$ cat config.mk
export PLATFORM = sky130hd
export DESIGN_NAME = usb2_ts_ep_packer
export DESIGN_NICKNAME = d
export VERILOG_FILES = /design/src/rtl/usb2_ts_ep_packer.sv
export SDC_FILE = /design/constraint.sdc
export NUM_CORES = 1
export LEC_CHECK = 0
export ABC_AREA = 1
export CAP_MARGIN = 5
export CORE_UTILIZATION = 25
export CTS_CLUSTER_DIAMETER = 150
export DETAILED_ROUTE_END_ITERATION = 16
export PLACE_DENSITY = 0.48
export SYNTH_ARGS = -nofsm -noshare
export SYNTH_HDL_FRONTEND = slang
export SYNTH_SLANG_ARGS = --single-unit
$ cat constraint.sdc
create_clock -name phy_clk -period 9.68 [get_ports phy_clk]
set_input_delay 1.452 -clock phy_clk [delete_from_list [all_inputs] [get_ports phy_clk]]
set_output_delay 1.452 -clock phy_clk [all_outputs]
set_load 0.05 [all_outputs]
$ cat src/rtl/usb2_ts_ep_packer.sv
// Packs a free-running MPEG-TS byte stream into whole 188-byte packets in the
// isochronous endpoint's input buffer. It commits when the buffer is full, on an
// idle timeout, or when capture is disabled.
module usb2_ts_ep_packer #(
    parameter int PKT_LEN         = 188,
    parameter int PKTS_PER_COMMIT = 5,
    parameter int FLUSH_TIMEOUT   = 8192,
    parameter int CNT_W           = 16
) (
    input  logic             phy_clk,
    input  logic             reset,
    input  logic             enable,
    input  logic [7:0]       ts_data,
    input  logic             ts_valid,
    input  logic             ts_sop,
    output logic [10:0]      buf_in_addr,
    output logic [7:0]       buf_in_data,
    output logic             buf_in_wren,
    input  logic             buf_in_ready,
    output logic             buf_in_commit,
    output logic [10:0]      buf_in_commit_len,
    input  logic             buf_in_commit_ack,
    output logic [CNT_W-1:0] drop_count,
    output logic [CNT_W-1:0] sync_err_count,
    output logic             busy,
    output logic [1:0]       dbg_state
);

    localparam int NP_W   = $clog2(PKTS_PER_COMMIT + 1);
    localparam int IDLE_W = $clog2(FLUSH_TIMEOUT);
    localparam int BI_W   = $clog2(PKT_LEN);

    typedef enum logic [1:0] {
        WAIT_READY = 2'd0,
        FILL       = 2'd1,
        COMMIT     = 2'd2
    } state_t;

    state_t            state, state_d;
    logic [10:0]       wr_ptr, wr_ptr_d, pkt_base, pkt_base_d;
    logic [BI_W-1:0]   byte_idx, byte_idx_d;
    logic [NP_W-1:0]   npkts, npkts_d, npkts_inc;
    logic [IDLE_W-1:0] idle_cnt, idle_d;
    logic              in_pkt, in_pkt_d;
    logic              wren_d, commit_d, drop_inc, sync_inc;
    logic [10:0]       addr_d, len_d;
    logic [7:0]        data_d;
    logic              pkt_start, bad_sop;

    function automatic logic [10:0] len_of(input logic [NP_W-1:0] n);
        return 11'(n) * 11'(PKT_LEN);
    endfunction

    assign pkt_start = ts_valid & ts_sop & (ts_data == 8'h47);
    assign bad_sop   = ts_valid & ts_sop & (ts_data != 8'h47);
    assign npkts_inc = npkts + NP_W'(1);
    assign busy      = (state != WAIT_READY);
    assign dbg_state = state;

    always_comb begin
        state_d    = state;
        wr_ptr_d   = wr_ptr;
        pkt_base_d = pkt_base;
        byte_idx_d = byte_idx;
        npkts_d    = npkts;
        idle_d     = idle_cnt;
        in_pkt_d   = in_pkt;
        wren_d     = 1'b0;
        addr_d     = buf_in_addr;
        data_d     = buf_in_data;
        commit_d   = buf_in_commit;
        len_d      = buf_in_commit_len;
        drop_inc   = 1'b0;
        sync_inc   = bad_sop;
        case (state)
            WAIT_READY: begin
                // A packet arriving while no buffer is open is lost whole, even on the opening cycle.
                drop_inc = pkt_start;
                if (enable && buf_in_ready && !buf_in_commit_ack) begin
                    state_d    = FILL;
                    wr_ptr_d   = '0;
                    pkt_base_d = '0;
                    npkts_d    = '0;
                    byte_idx_d = '0;
                    idle_d     = '0;
                    in_pkt_d   = 1'b0;
                end
            end
            FILL: begin
                if (in_pkt) begin
                    if (pkt_start) begin
                        // Resync: discard the partial packet and restart it in place.
                        sync_inc   = 1'b1;
                        wren_d     = 1'b1;
                        addr_d     = pkt_base;
                        data_d     = ts_data;
                        wr_ptr_d   = pkt_base + 11'd1;
                        byte_idx_d = BI_W'(1);
                    end else if (ts_valid && !ts_sop) begin
                        wren_d     = 1'b1;
                        addr_d     = wr_ptr;
                        data_d     = ts_data;
                        wr_ptr_d   = wr_ptr + 11'd1;
                        byte_idx_d = byte_idx + 1'b1;
                        if (byte_idx == BI_W'(PKT_LEN - 1)) begin
                            in_pkt_d   = 1'b0;
                            npkts_d    = npkts_inc;
                            pkt_base_d = wr_ptr + 11'd1;
                            idle_d     = '0;
                            if (npkts_inc == NP_W'(PKTS_PER_COMMIT)) begin
                                state_d  = COMMIT;
                                commit_d = 1'b1;
                                len_d    = len_of(npkts_inc);
                            end
                        end
                    end
                end else if (!enable) begin
                    drop_inc = pkt_start;
                    if (npkts == '0) begin
                        state_d = WAIT_READY;
                    end else begin
                        state_d  = COMMIT;
                        commit_d = 1'b1;
                        len_d    = len_of(npkts);
                    end
                end else if (pkt_start) begin
                    wren_d     = 1'b1;
                    addr_d     = wr_ptr;
                    data_d     = ts_data;
                    wr_ptr_d   = wr_ptr + 11'd1;
                    byte_idx_d = BI_W'(1);
                    in_pkt_d   = 1'b1;
                end else if (npkts != '0) begin
                    idle_d = idle_cnt + 1'b1;
                    if (idle_cnt == IDLE_W'(FLUSH_TIMEOUT - 1)) begin
                        state_d  = COMMIT;
                        commit_d = 1'b1;
                        len_d    = len_of(npkts);
                    end
                end
            end
            COMMIT: begin
                drop_inc = pkt_start;
                if (buf_in_commit_ack) begin
                    commit_d = 1'b0;
                    state_d  = WAIT_READY;
                end
            end
            default: state_d = WAIT_READY;
        endcase
    end

    always_ff @(posedge phy_clk or posedge reset) begin
        if (reset) begin
            state <= WAIT_READY;
        end else begin
            state <= state_d;
        end
    end

    always_ff @(posedge phy_clk or posedge reset) begin
        if (reset) begin
            wr_ptr            <= '0;
            pkt_base          <= '0;
            byte_idx          <= '0;
            npkts             <= '0;
            idle_cnt          <= '0;
            in_pkt            <= 1'b0;
            buf_in_wren       <= 1'b0;
            buf_in_addr       <= '0;
            buf_in_data       <= '0;
            buf_in_commit     <= 1'b0;
            buf_in_commit_len <= '0;
            drop_count        <= '0;
            sync_err_count    <= '0;
        end else begin
            wr_ptr            <= wr_ptr_d;
            pkt_base          <= pkt_base_d;
            byte_idx          <= byte_idx_d;
            npkts             <= npkts_d;
            idle_cnt          <= idle_d;
            in_pkt            <= in_pkt_d;
            buf_in_wren       <= wren_d;
            buf_in_addr       <= addr_d;
            buf_in_data       <= data_d;
            buf_in_commit     <= commit_d;
            buf_in_commit_len <= len_d;
            if (drop_inc && drop_count != '1) drop_count <= drop_count + 1'b1;
            if (sync_inc && sync_err_count != '1) sync_err_count <= sync_err_count + 1'b1;
        end
    end

endmodule

# == Word level (Yosys, flattened, before mapping) ==
# Cells that the tools add are included.
# word_totals
input_bits,15
wordCells,183
register_bits,113
output_inout_bits,67
# classes
n_bitwise,3
n_reduce_logical,25
mux,97
multipliers,2
add_sub_neg,7
eq_ne,35
# ops
op,n
$mux W11,25
$mux W13,8
$mux W8,11
$pmux W11 S2,2
$add A16 B1 Y16 const B,2
$ne A16 B16 Y1 const B,2
$ne A3 B3 Y1 const B,10
$mux W1,27
$pmux W13 S2,1
$mux W2,12
$add A11 B1 Y11 const B,2
$mul A3 B6 Y9 const B,2
$reduce_and A9 Y1,2
$ne A2 B2 Y1 const B,8
$pmux W8 S2,1
$mux W3,5
$add A13 B1 Y13 const B,1
$eq A13 B13 Y1 const B,1
$ne A4 B4 Y1 const B,3
$reduce_bool A2 Y1,6
$reduce_and A10 Y1,1
$add A8 B1 Y8 const B,1
$eq A8 B7 Y1 const B,1
$eq A8 B8 Y1 const B,1
22 further kinds,34

# == Depth between registers and ports, before layout ==
# depth
ltp_word,8
depth_mapped,15
depth_no_buf,15

# == Least setup slack after synthesis ==
# OpenSTA, ideal clock, no wires.
# synth_timing
kind,reg2out
start,"register state[0], in the netlist dbg_state[0]"
end,output port busy
t_required_ns,8.228
path_slack_ns,6.814
t_arrival_ns,1.414
path_buffers,0
path_stages_with_launch,4
cell_sequence,dfrtp_1 inv_1 ha_1 inv_1
# synth_via
elab_chain_cells,1
# synth_rtl
element,line_no,text
start: declaration,39,"state_t state, state_d;"
start signal: assignment,157,state <= state_d;
$reduce_bool A2 Y1,57,assign busy = (state != WAIT_READY);
end: declaration,25,"output logic busy,"
# Every way passes these cells.

# == Worst setup path in the final report ==
# layout_timing
start,input port ts_data[2]
end,register wr_ptr[7]
# layout_via
elab_chain_cells,5
word_cells_on_any_way,8
classes_between,eq/ne (3); mux (3); bitwise (1); reduce/logical (1)
# layout_rtl
element,line_no,text
start: declaration,13,"input logic [7:0] ts_data,"
$eq A8 B7 Y1 (*),54,assign pkt_start = ts_valid & ts_sop & (ts_data == 8'h47);
$and A1 B1 Y1 (*),54,
$mux W11,91,if (pkt_start) begin
$mux W11,90,if (in_pkt) begin
$pmux W11 S2,75,case (state)
end signal: assignment,177,wr_ptr <= wr_ptr_d;
end: declaration,40,"logic [10:0] wr_ptr, wr_ptr_d, pkt_base, pkt_base_d;"
# Every way passes the cells marked *; elsewhere a longest branch is shown, timed or not.
# A chain may end at the register's enable or synchronous reset.

==> metrics <==
status completed; gp weighted congestion 0.835; CP arrival 3.97 ns; hold path startpoint buf_in_data[2]; root buf cell clkbuf_16; worst setup path class input pin to register; Setup-failing EPs final 0; Tmin final 3.78 ns; Die H between 150 and 200 um; DRT Wirelength 18,700 um; initial antenna violation count 0; DP Wirelength about 14,000 um; Startpoint Class input pin; Max Cap Viol 0; RSZ-0062 raised after global routing no; drt wl/cell 13.3 um; syn_area_per_cell between 7 and 8 sq um; endpoint class of the critical path register; # rows 61; Final ANT Viol Nets 0; DP Worst Slack 5.57 ns; Seq cells post-synth 111; vias in the first global route 6,164; Hold EP buf_in_data[2]; Ports 82; Hold WC Path Type register to register; DR vias 6,314; Slew @ Worst Pin 1.00 ns; PostCTS Resize Cnt 0; number of synthesized flops with an enable pin 0; Worst Skew 0.0109 ns; core area 27,900 sq um; Max Slew Vio Count 0; Seq/Total Area, Yosys 39.2%; DRT Pass-1 Iters 5; DRC 0; CP max FO 24; post-synth cell types 44; first-pass GRT wire length 31,600 um; CTS clk-pin slew, worst paths 0.07 ns; Final nets 1,070; Area growth, synth to finish 20.0%; overall routing resource usage 13.6%; top_reg_cell synth dfrtp_1; largest net degree at the start of global routing 60; GR Overflow Total 0; YS warnings 0; Clk Latency, worst-skew pair 0.36 ns; post-synth top area share around two fifths; die area just under 30,000 sq um; Worst slew margin 33.2%; reg2reg path depth 11; Post-CTS Setup Bufs 0; Starting Density between 20% and 30%; Final Cycle Share 39.0%; worst r2r src npkts[0]; setup TNS 0 ns; synth top area cells dfrtp_1, nand2_1, inv_1, nand3_1, xor2_1; final hold vios 0; Num CTS Buffers 9; PortBufs 79; Power, Total roughly 1.7 mW; deepest level of the CTS H-tree 3; ANT cells 0; FFs w/ async S/R, synth 100%; CTS tree done; mapped cell area 7090 sq um; Power Dens Cells 196 nW/um^2; hold path cells 2; end of the worst register-to-register path buf_in_commit_len[8]; via/cell ratio ~4.5; Critical Path RT between 9 and 10 ns; biggest area consumer among synthesized cells dfrtp_1; DIE WIDTH roughly 170 um; drt first-iter violations 458; hold slack 0.476 ns; Leakage 3.80 nW; layout cells sized above 1 4.37%; slack of the worst reg-to-reg path 6.39 ns; hold buffer count at CTS 0; Achievable Freq approximately 260 MHz; Peak VDD IR 0.149 mV; final worst slack about 5.9 ns; CTS Buffer Depth 2; CTS sink count 111; cell count after synthesis roughly 960
-- per-layer routing --
| metal | wire length (um) | global-route usage (%) | up-vias |
|---|---|---|---|
| li1 | - | - | 3214 |
| met1 | 9500 | 19.6 | 2948 |
| met2 | 8220 | 21.1 | 134 |
| met3 | 744 | 1.88 | 18 |
| met4 | 257 | 3.96 | 0 |
| met5 | 0 | 0 | - |
-- synthesized netlist by cell type (2+ instances only) --
master / count
o21ai_2: 3
a31oi_1: 11
nand3_1: 72
nor3b_1: 2
ha_1: 27
o21ai_0: 55
inv_2: 4
o21a_1: 3
xor2_1: 39
nor4_1: 3
nor2_4: 2
xnor2_1: 12
nand2_2: 7
nor2_2: 4
nor3_1: 30
o21ai_1: 8
a21oi_1: 20
o22ai_1: 2
nand3b_1: 2
nand2_1: 286
dfrtp_1: 111
clkbuf_1: 4
fa_1: 4
nor2_1: 81
buf_2: 11
nand4_1: 25
a21o_1: 2
inv_1: 103
nand3_2: 2
buf_4: 7
-- placed cells by master (no fill, tap or decap), drive strengths merged --
cell type / synthesis / final
xnor2: 12 / 12
clkbuf: 5 / 12
a31oi: 11 / 11
clkinv: 1 / 1
o2111ai: 1 / 1
xor2: 39 / 39
nor3b: 2 / 2
a21o: 2 / 2
nand3b: 2 / 2
clkdlybuf4s50: 0 / 79
nor4: 4 / 4
nand3: 74 / 74
conb: 1 / 2
nor2: 88 / 88
bufinv: 0 / 1
dfrtp: 111 / 111
o21a: 3 / 3
a21oi: 20 / 20
or2: 1 / 1
inv: 108 / 109
buf: 21 / 3
ha: 27 / 27
a211oi: 1 / 1
nor3: 31 / 31
nand2: 293 / 293
nand4: 26 / 26
o21ai: 66 / 66
clkinvlp: 0 / 2
o22ai: 2 / 2
fa: 4 / 4
-- stage by stage --
stage	std cells	util, %	instance area, sq um
after global routing	1407	30.5	8510
after floorplan	957	-	7090
final	1407	30.5	8510
after global placement	1391	29.5	8220
after CTS	1407	30.5	8510
after detailed placement	1391	29.5	8220
-- flip-flops by register name (all words and copies together), names as in the netlist --
name	cells
drop_count	16
sync_err_count	16
idle_cnt	13
buf_in_addr	11
pkt_base	11
wr_ptr	11
buf_in_commit_len	9
buf_in_data	8
byte_idx	8
npkts	3
dbg_state	2
buf_in_commit	1
buf_in_wren	1
in_pkt	1
-- worst max path at each step --
stage | start | slack, ns | cells after the start | to
3_3_place_gp | ts_data[1] | 5.63 | 10 | wr_ptr[7]
5_1_grt | ts_data[2] | 5.63 | 10 | wr_ptr[6]
3_5_place_dp | ts_data[2] | 5.57 | 10 | wr_ptr[7]
2_1_floorplan | reset | 5.30 | 1 | buf_in_addr[0]
6_report | ts_data[2] | 5.90 | 10 | wr_ptr[7]
4_1_cts | ts_data[2] | 5.93 | 10 | wr_ptr[7]
-- logic make-up (layout without fill, tap and decap cells) --
| kind of cell | count (synthesis) | in the layout | share of synthesized area (%) |
|---|---|---|---|
| flip-flops | 111 | 111 | 39.2 |
| AND/OR/NAND/NOR | 521 | 521 | 32.2 |
| XOR/XNOR | 51 | 51 | 6.30 |
| buffers and inverters | 135 | 207 | 8.18 |
| other | 1 | 2 | 0.0529 |
| AO/OA/AOI/OAI | 106 | 106 | 8.14 |
| adder cells (fa/ha/maj) | 31 | 31 | 5.90 |
-- power breakdown --
group | switching [mW] | total (mW) | internal [mW]
combinational | 0.498 | 0.699 | 0.200
clock | 0.178 | 0.381 | 0.203
sequential | 0.0568 | 0.590 | 0.533
-- area by class of cell --
| type | instances | area (sq um) |
|---|---|---|
| Clock buffer | 12 | 236 |
| Clock inverter | 4 | 53.8 |
| Fill cell | 2977 | 19400 |
| Inverter | 109 | 419 |
| Multi-Input combinational cell | 711 | 3730 |
| Sequential cell | 111 | 2780 |
| Tap cell | 378 | 473 |
| Timing Repair Buffer | 82 | 813 |
-- critical path, cell delays in order --
cell and delay [ns]:
clkdlybuf4s50_1 0.49, nand4_1 0.21, nor2_2 0.26, nand2_2 0.17, nor2_2 0.69, inv_2 0.33, nand3_1 0.17, nand2_1 0.06
nand2_1 0.06, o21ai_0 0.08
No activity file was read; power rests on OpenSTA's default activity.
